[config.mk]
export PLATFORM = sky130hd
export DESIGN_NAME = bcd_counter_n
export DESIGN_NICKNAME = d
export VERILOG_FILES = /design/src/rtl/bcd_counter_n.sv
export SDC_FILE = /design/constraint.sdc
export NUM_CORES = 1
export LEC_CHECK = 0
export BUFFER_PORTS_ARGS = -buffer_cell sky130_fd_sc_hd__buf_2
export CAP_MARGIN = 20
export CORE_AREA = 2 2 84 86
export CTS_CLUSTER_SIZE = 24
export DETAILED_ROUTE_END_ITERATION = 16
export DIE_AREA = 0 0 86 88
export PLACE_DENSITY_LB_ADDON = 0.05
export SLEW_MARGIN = 40
export SYNTH_ARGS = -nofsm -noshare
export SYNTH_HDL_FRONTEND = slang
export SYNTH_SLANG_ARGS = --single-unit
[constraint.sdc]
create_clock -name clock -period 4.1 [get_ports clock]
set_input_delay 0.205 -clock clock [delete_from_list [all_inputs] [get_ports clock]]
set_output_delay 0.205 -clock clock [all_outputs]
set_load 0.1 [all_outputs]
[src/rtl/bcd_counter_n.sv]
// N-digit BCD up/down counter with serial keypad load, run/pause/done control and 7-seg outputs.
// Optional build macro BCD_CNT_LEADING_BLANK_EN blanks leading-zero digits on seg.
module bcd_counter_n #(
  parameter int DIGITS   = 4,
  parameter int PRESCALE = 1,
  parameter int SAT      = 0
) (
  input  logic                  clock,
  input  logic                  reset,
  input  logic                  clear,
  input  logic                  enable,
  input  logic                  func,
  input  logic                  stop,
  input  logic                  load,
  input  logic [3:0]            load_val,
  output logic [4*DIGITS-1:0]   bcd,
  output logic [7*DIGITS-1:0]   seg,
  output logic                  tc,
  output logic [1:0]            state
);

  localparam int PW = (PRESCALE > 1) ? $clog2(PRESCALE) : 1;

  typedef enum logic [1:0] {
    IDLE  = 2'b00,
    RUN   = 2'b01,
    PAUSE = 2'b10,
    DONE  = 2'b11
  } state_t;

  state_t               state_q, state_d;
  logic [4*DIGITS-1:0]  count_q, count_d;
  logic [4*DIGITS-1:0]  stepped, shifted;
  logic [7*DIGITS-1:0]  seg_q, seg_d;
  logic [PW-1:0]        presc_q, presc_d;
  logic                 tc_q, tc_d;
  logic                 step, at_boundary, carry, load_ok;
  logic [3:0]           digit;

  function automatic logic [6:0] seg7(input logic [3:0] d);
    case (d)
      4'd0:    seg7 = 7'b1000000;
      4'd1:    seg7 = 7'b1111001;
      4'd2:    seg7 = 7'b0100100;
      4'd3:    seg7 = 7'b0110000;
      4'd4:    seg7 = 7'b0011001;
      4'd5:    seg7 = 7'b0010010;
      4'd6:    seg7 = 7'b0000010;
      4'd7:    seg7 = 7'b1111000;
      4'd8:    seg7 = 7'b0000000;
      4'd9:    seg7 = 7'b0010000;
      default: seg7 = 7'b1111111;
    endcase
  endfunction

  // Ripple BCD increment/decrement; the final carry/borrow marks the boundary (all-9s up, 0 down).
  always_comb begin
    stepped = count_q;
    carry   = 1'b1;
    digit   = 4'd0;
    for (int i = 0; i < DIGITS; i++) begin
      digit = count_q[4*i +: 4];
      if (carry) begin
        if (func) begin
          stepped[4*i +: 4] = (digit == 4'd9) ? 4'd0 : digit + 4'd1;
          carry             = (digit == 4'd9);
        end else begin
          stepped[4*i +: 4] = (digit == 4'd0) ? 4'd9 : digit - 4'd1;
          carry             = (digit == 4'd0);
        end
      end
    end
    at_boundary = carry;
  end

  always_comb begin
    shifted      = count_q << 4;
    shifted[3:0] = load_val;
    load_ok      = load && (load_val <= 4'd9);
  end

  // NOTE: every output of this block gets a default first, so no path can infer a latch.
  always_comb begin
    state_d = state_q;
    count_d = count_q;
    presc_d = presc_q;
    tc_d    = 1'b0;
    step    = 1'b0;
    if (clear) begin
      state_d = IDLE;
      count_d = '0;
      presc_d = '0;
    end else begin
      case (state_q)
        IDLE: begin
          if (load_ok) count_d = shifted;
          if (enable && !stop) begin
            state_d = RUN;
            presc_d = '0;
          end
        end
        RUN: begin
          if (stop) begin
            state_d = PAUSE;
          end else if (!enable) begin
            state_d = IDLE;
          end else if (presc_q == PW'(PRESCALE - 1)) begin
            presc_d = '0;
            step    = 1'b1;
          end else begin
            presc_d = presc_q + 1'b1;
          end
        end
        PAUSE: begin
          if (load_ok) count_d = shifted;
          if (!stop) state_d = enable ? RUN : IDLE;
        end
        DONE: begin
          if (!enable) state_d = IDLE;
        end
        default: state_d = IDLE;
      endcase

      if (step) begin
        if (at_boundary && SAT != 0) begin
          state_d = DONE;
        end else begin
          count_d = stepped;
          tc_d    = at_boundary;
        end
      end
    end
    if (state_d == DONE) tc_d = 1'b1;
  end

  // seg is decoded from the next count so both register on the same edge.
  always_comb begin
`ifdef BCD_CNT_LEADING_BLANK_EN
    logic lead;
    lead = 1'b1;
`endif
    seg_d = '0;
    for (int i = DIGITS - 1; i >= 0; i--) begin
      seg_d[7*i +: 7] = seg7(count_d[4*i +: 4]);
`ifdef BCD_CNT_LEADING_BLANK_EN
      if (lead && i != 0 && count_d[4*i +: 4] == 4'd0) seg_d[7*i +: 7] = 7'b1111111;
      if (count_d[4*i +: 4] != 4'd0) lead = 1'b0;
`endif
    end
  end

  // NOTE: sequential state uses non-blocking assignments only, so every register samples pre-edge values.
  always_ff @(posedge clock or posedge reset) begin
    if (reset) begin
      state_q <= IDLE;
      count_q <= '0;
      presc_q <= '0;
      tc_q    <= 1'b0;
      seg_q   <= {DIGITS{7'b1000000}};
    end else begin
      state_q <= state_d;
      count_q <= count_d;
      presc_q <= presc_d;
      tc_q    <= tc_d;
      seg_q   <= seg_d;
    end
  end

  assign bcd   = count_q;
  assign seg   = seg_q;
  assign tc    = tc_q;
  assign state = state_q;

endmodule
==> summary.txt <==
Setup path
  • Crit-path cells: inv_1 -> ha_1 -> or3b_2 -> a21oi_1 -> and2_1 -> o221ai_1 -> o21ai_0 -> inv_1 -> ha_1 -> mux2i_1 -> mux2i_1
  • Reg-to-reg slack, setup: 660 ps
  • Worst Setup Start Kind: flip-flop
  • Slowest-stage cell, CP: dfrtp_1
  • Critical Path Sink: seg[26]$_DFF_PP0_
  • CP Capture Type: flip-flop
  • Crit Path Class: flip-flop to flip-flop
  • Slowest stage delay, CP: 490 ps
  • Reg-to-reg startpoint: bcd[9]$_DFF_PP0_
  • Worst Path Required: 4280 ps
  • Worst R2R Path Depth: 11
  • Reg-to-reg critical path endpoint: seg[26]$_DFF_PP0_
  • WP data arrival: 3620 ps
  • Worst Setup SP: bcd[9]$_DFF_PP0_
  • Crit-path max FO: 9

Power and ir drop
  • VDD IR-drop max: 0.000234 V
  • Power Density: 324 nW/um^2
  • Static Leak: 0.00210 uW

Cells and area
  • Layout net count: 476
  • Commonest non-fill, non-tap cells in the layout: buf_2 (57), dfrtp_1 (43), nand2_1 (34), mux2i_1 (34), inv_1 (33)
  • Layout Utilization: 59.8%
  • # fillers: 575
  • Antenna Cells: 0
  • Area growth syn-to-layout: 10.5%
  • Fin cells: 513
  • Commonest non-fill, non-tap cell in the layout: buf_2
  • Layout cell share with drive strength beyond 1: 20.6%

Die
  • Initial Utilization: 54.1%
  • Rows: 30
  • CORE AREA: 6640 sq um
  • Die span in y: 88 um
  • Top Ports: 58
  • Die area: 7570 sq um
  • Die W: 86 um

Drt
  • Routed via count: 3,035
  • DR vias/cell: 5.92
  • Residual DRC: 0
  • DRT antenna net count: 0
  • Drt wl/cell: 16.1 um
  • DRT Pass-1 Iters: 4
  • Initial DRC count: 227
  • Total wire length: 8260 um

STA
  • Final slew viol count: 0
  • Setup TNS Final: 0 ps
  • Fmax: 291 MHz
  • Setup Viol. Count Final: 0
  • Final-report hold violation count: 0
  • Clk_skew: 8.47 ps
  • Slew @ Worst Pin: 792 ps
  • Max_slew headroom: 46.8%
  • Min cycle time layout: 3440 ps
  • Final clock period utilization by the worst path: 83.9%
  • Unrepaired setup endpoints after global routing: no

Synthesis
  • Top post-synthesis cells by area: dfrtp_1 (30%), ha_1 (11%), mux2i_1 (9.5%), inv_1 (3.6%), nand2_1 (3.6%)
  • Syn_area_per_cell: 9.19 sq um
  • FFs w/ async S/R, synth: 100%
  • Post-synth EDFFs: 0
  • Yosys top cell area share: 29.9%
  • Register area share after synthesis: 32.9%
  • Top FF cell, synth: dfrtp_1
  • Synth area leader: dfrtp_1
  • Cell area after synthesis: 3590 sq um
  • Yosys cell types: 70
  • Yosys warnings: 0
  • Syn nets: 434
  • Mapped Cells: 391
  • #FFs+latches synth: 47

Global route
  • Largest net degree at the start of global routing: 48
  • Antenna violations before repair: 0
  • First-pass GRT wire length: 13,800 um
  • Total GRT Usage: 22.6%
  • Number of global-route vias before repair: 2,824
  • GRT Residual Overflow: 0

Placement
  • Placed cells: 505
  • GP Congestion: 0.885
  • DPL Wire Length: 5880 um
  • Port Buffer Count: 57

Flow run
  • Max-capacitance violation count: 0

Clock tree
  • Clock tree from TritonCTS: built
  • # clock sinks: 47
  • Post-CTS sizing: 0
  • Latest clock arrival within the worst-skew pair: 300 ps
  • H-tree Lvls: 2
  • Clk slew on worst S/H paths: 90 ps
  • Clock buffer depth: 2
  • TritonCTS Buffers: 5
  • Clock Root Buffer: clkbuf_8

Status
  • Status: completed

Hold path
  • Hold Path Class: input port to flip-flop
## area by class of cell
type / instances / area, sq um / share of cell area [%]
inverter: 35 / 134 / 3.37
sequential: 47 / 1180 / 29.7
clock buffer: 6 / 82.6 / 2.08
timing repair buffer: 62 / 325 / 8.19
clock inverter: 1 / 5.00 / 0.126
multi-input combinational: 282 / 2140 / 54.0
tap: 80 / 100 / 2.52
## cells by family (layout without fill, tap and decap cells)
logic type               count (synthesis)  count (layout)  synth area share (%)
XOR/XNOR                                 3               3                 0.731
adder cells (fa/ha/maj)                 32              32                  11.1
AND/OR/NAND/NOR                        109             109                  17.0
buffers and inverters                   62             104                  7.49
multiplexers                            39              39                  11.4
flip-flops                              47              47                  32.9
AO/OA/AOI/OAI                           99              99                  19.5
## what timing repair did
| item | CTS | global route |
|---|---|---|
| endpoints found under the hold margin | 21 | 0 |
| buffers inserted | 0 | 0 |
| hold buffers | 1 | 0 |
## stage by stage
stage	setup slack [ps]	hold slack [ps]	power [uW]	cell area [sq um]
finish	660	122	1290	3970
global route	371	124	1350	3970
CTS	703	111	1300	3970
detailed placement	720	333	1000	3870
global placement	811	434	999	3870
floorplan	564	287	929	3590
## flip-flops by register name, summed over array words and instances, names as in the netlist
name and cells:
seg 28, bcd 16, state 2, tc 1
## worst min path at each step
| stage | from | to | slack (ps) | depth (start not counted) |
|---|---|---|---|---|
| global route | stop | state[0]$_DFF_PP0_ | 120 | 2 |
| floorplan | stop | state[0]$_DFF_PP0_ | 290 | 1 |
| global placement | stop | state[0]$_DFF_PP0_ | 430 | 2 |
| detailed placement | reset | seg[1]$_DFF_PP0_ | 330 | 2 |
| CTS | stop | state[0]$_DFF_PP0_ | 110 | 2 |
| finish | stop | state[0]$_DFF_PP0_ | 120 | 2 |
## metal layers
| layer | wire length [um] | part of all wire [%] | track usage [%] |
|---|---|---|---|
| met1 | 3710 | 45 | 29.5 |
| met2 | 4030 | 49 | 38.8 |
| met3 | 430 | 5.2 | 4.15 |
| met4 | 96 | 1.2 | 5.48 |
| met5 | 0 | 0 | 0 |
## critical path: cells and delay by family (launching register included)
kind | cells | cell delay [ps]
AO/OA/AOI/OAI | 3 | 1000
AND/OR/NAND/NOR | 2 | 710
adder cells (fa/ha/maj) | 2 | 530
flip-flops | 1 | 490
buffers and inverters | 2 | 330
multiplexers | 2 | 260
## synthesized netlist by cell type (3+ instances only)
cell type and number:
o211ai_1 4, o2111ai_1 3, nand2_1 34, nor2b_1 5, a311oi_1 3, clkbuf_1 15, and3b_1 5, nor3_1 7
and2_1 4, o21ai_0 14, dfstp_2 4, dfrtp_1 43, nand2b_1 8, nand4b_1 4, a211oi_1 6, nor2_1 11
inv_1 34, nand3_1 12, a31oi_1 9, buf_6 4, a21oi_1 19, o21ai_1 5, o22ai_1 6, buf_2 5
a311o_1 3, mux2_2 3, o21bai_1 4, ha_1 32, buf_1 3, mux2i_1 34
## power breakdown
part           total [uW]  internal (uW)  switching (uW)
Combinational         470            102             368
Clock                 292            133             159
Sequential            524            497            26.9
(Power assumes the default switching activity.)
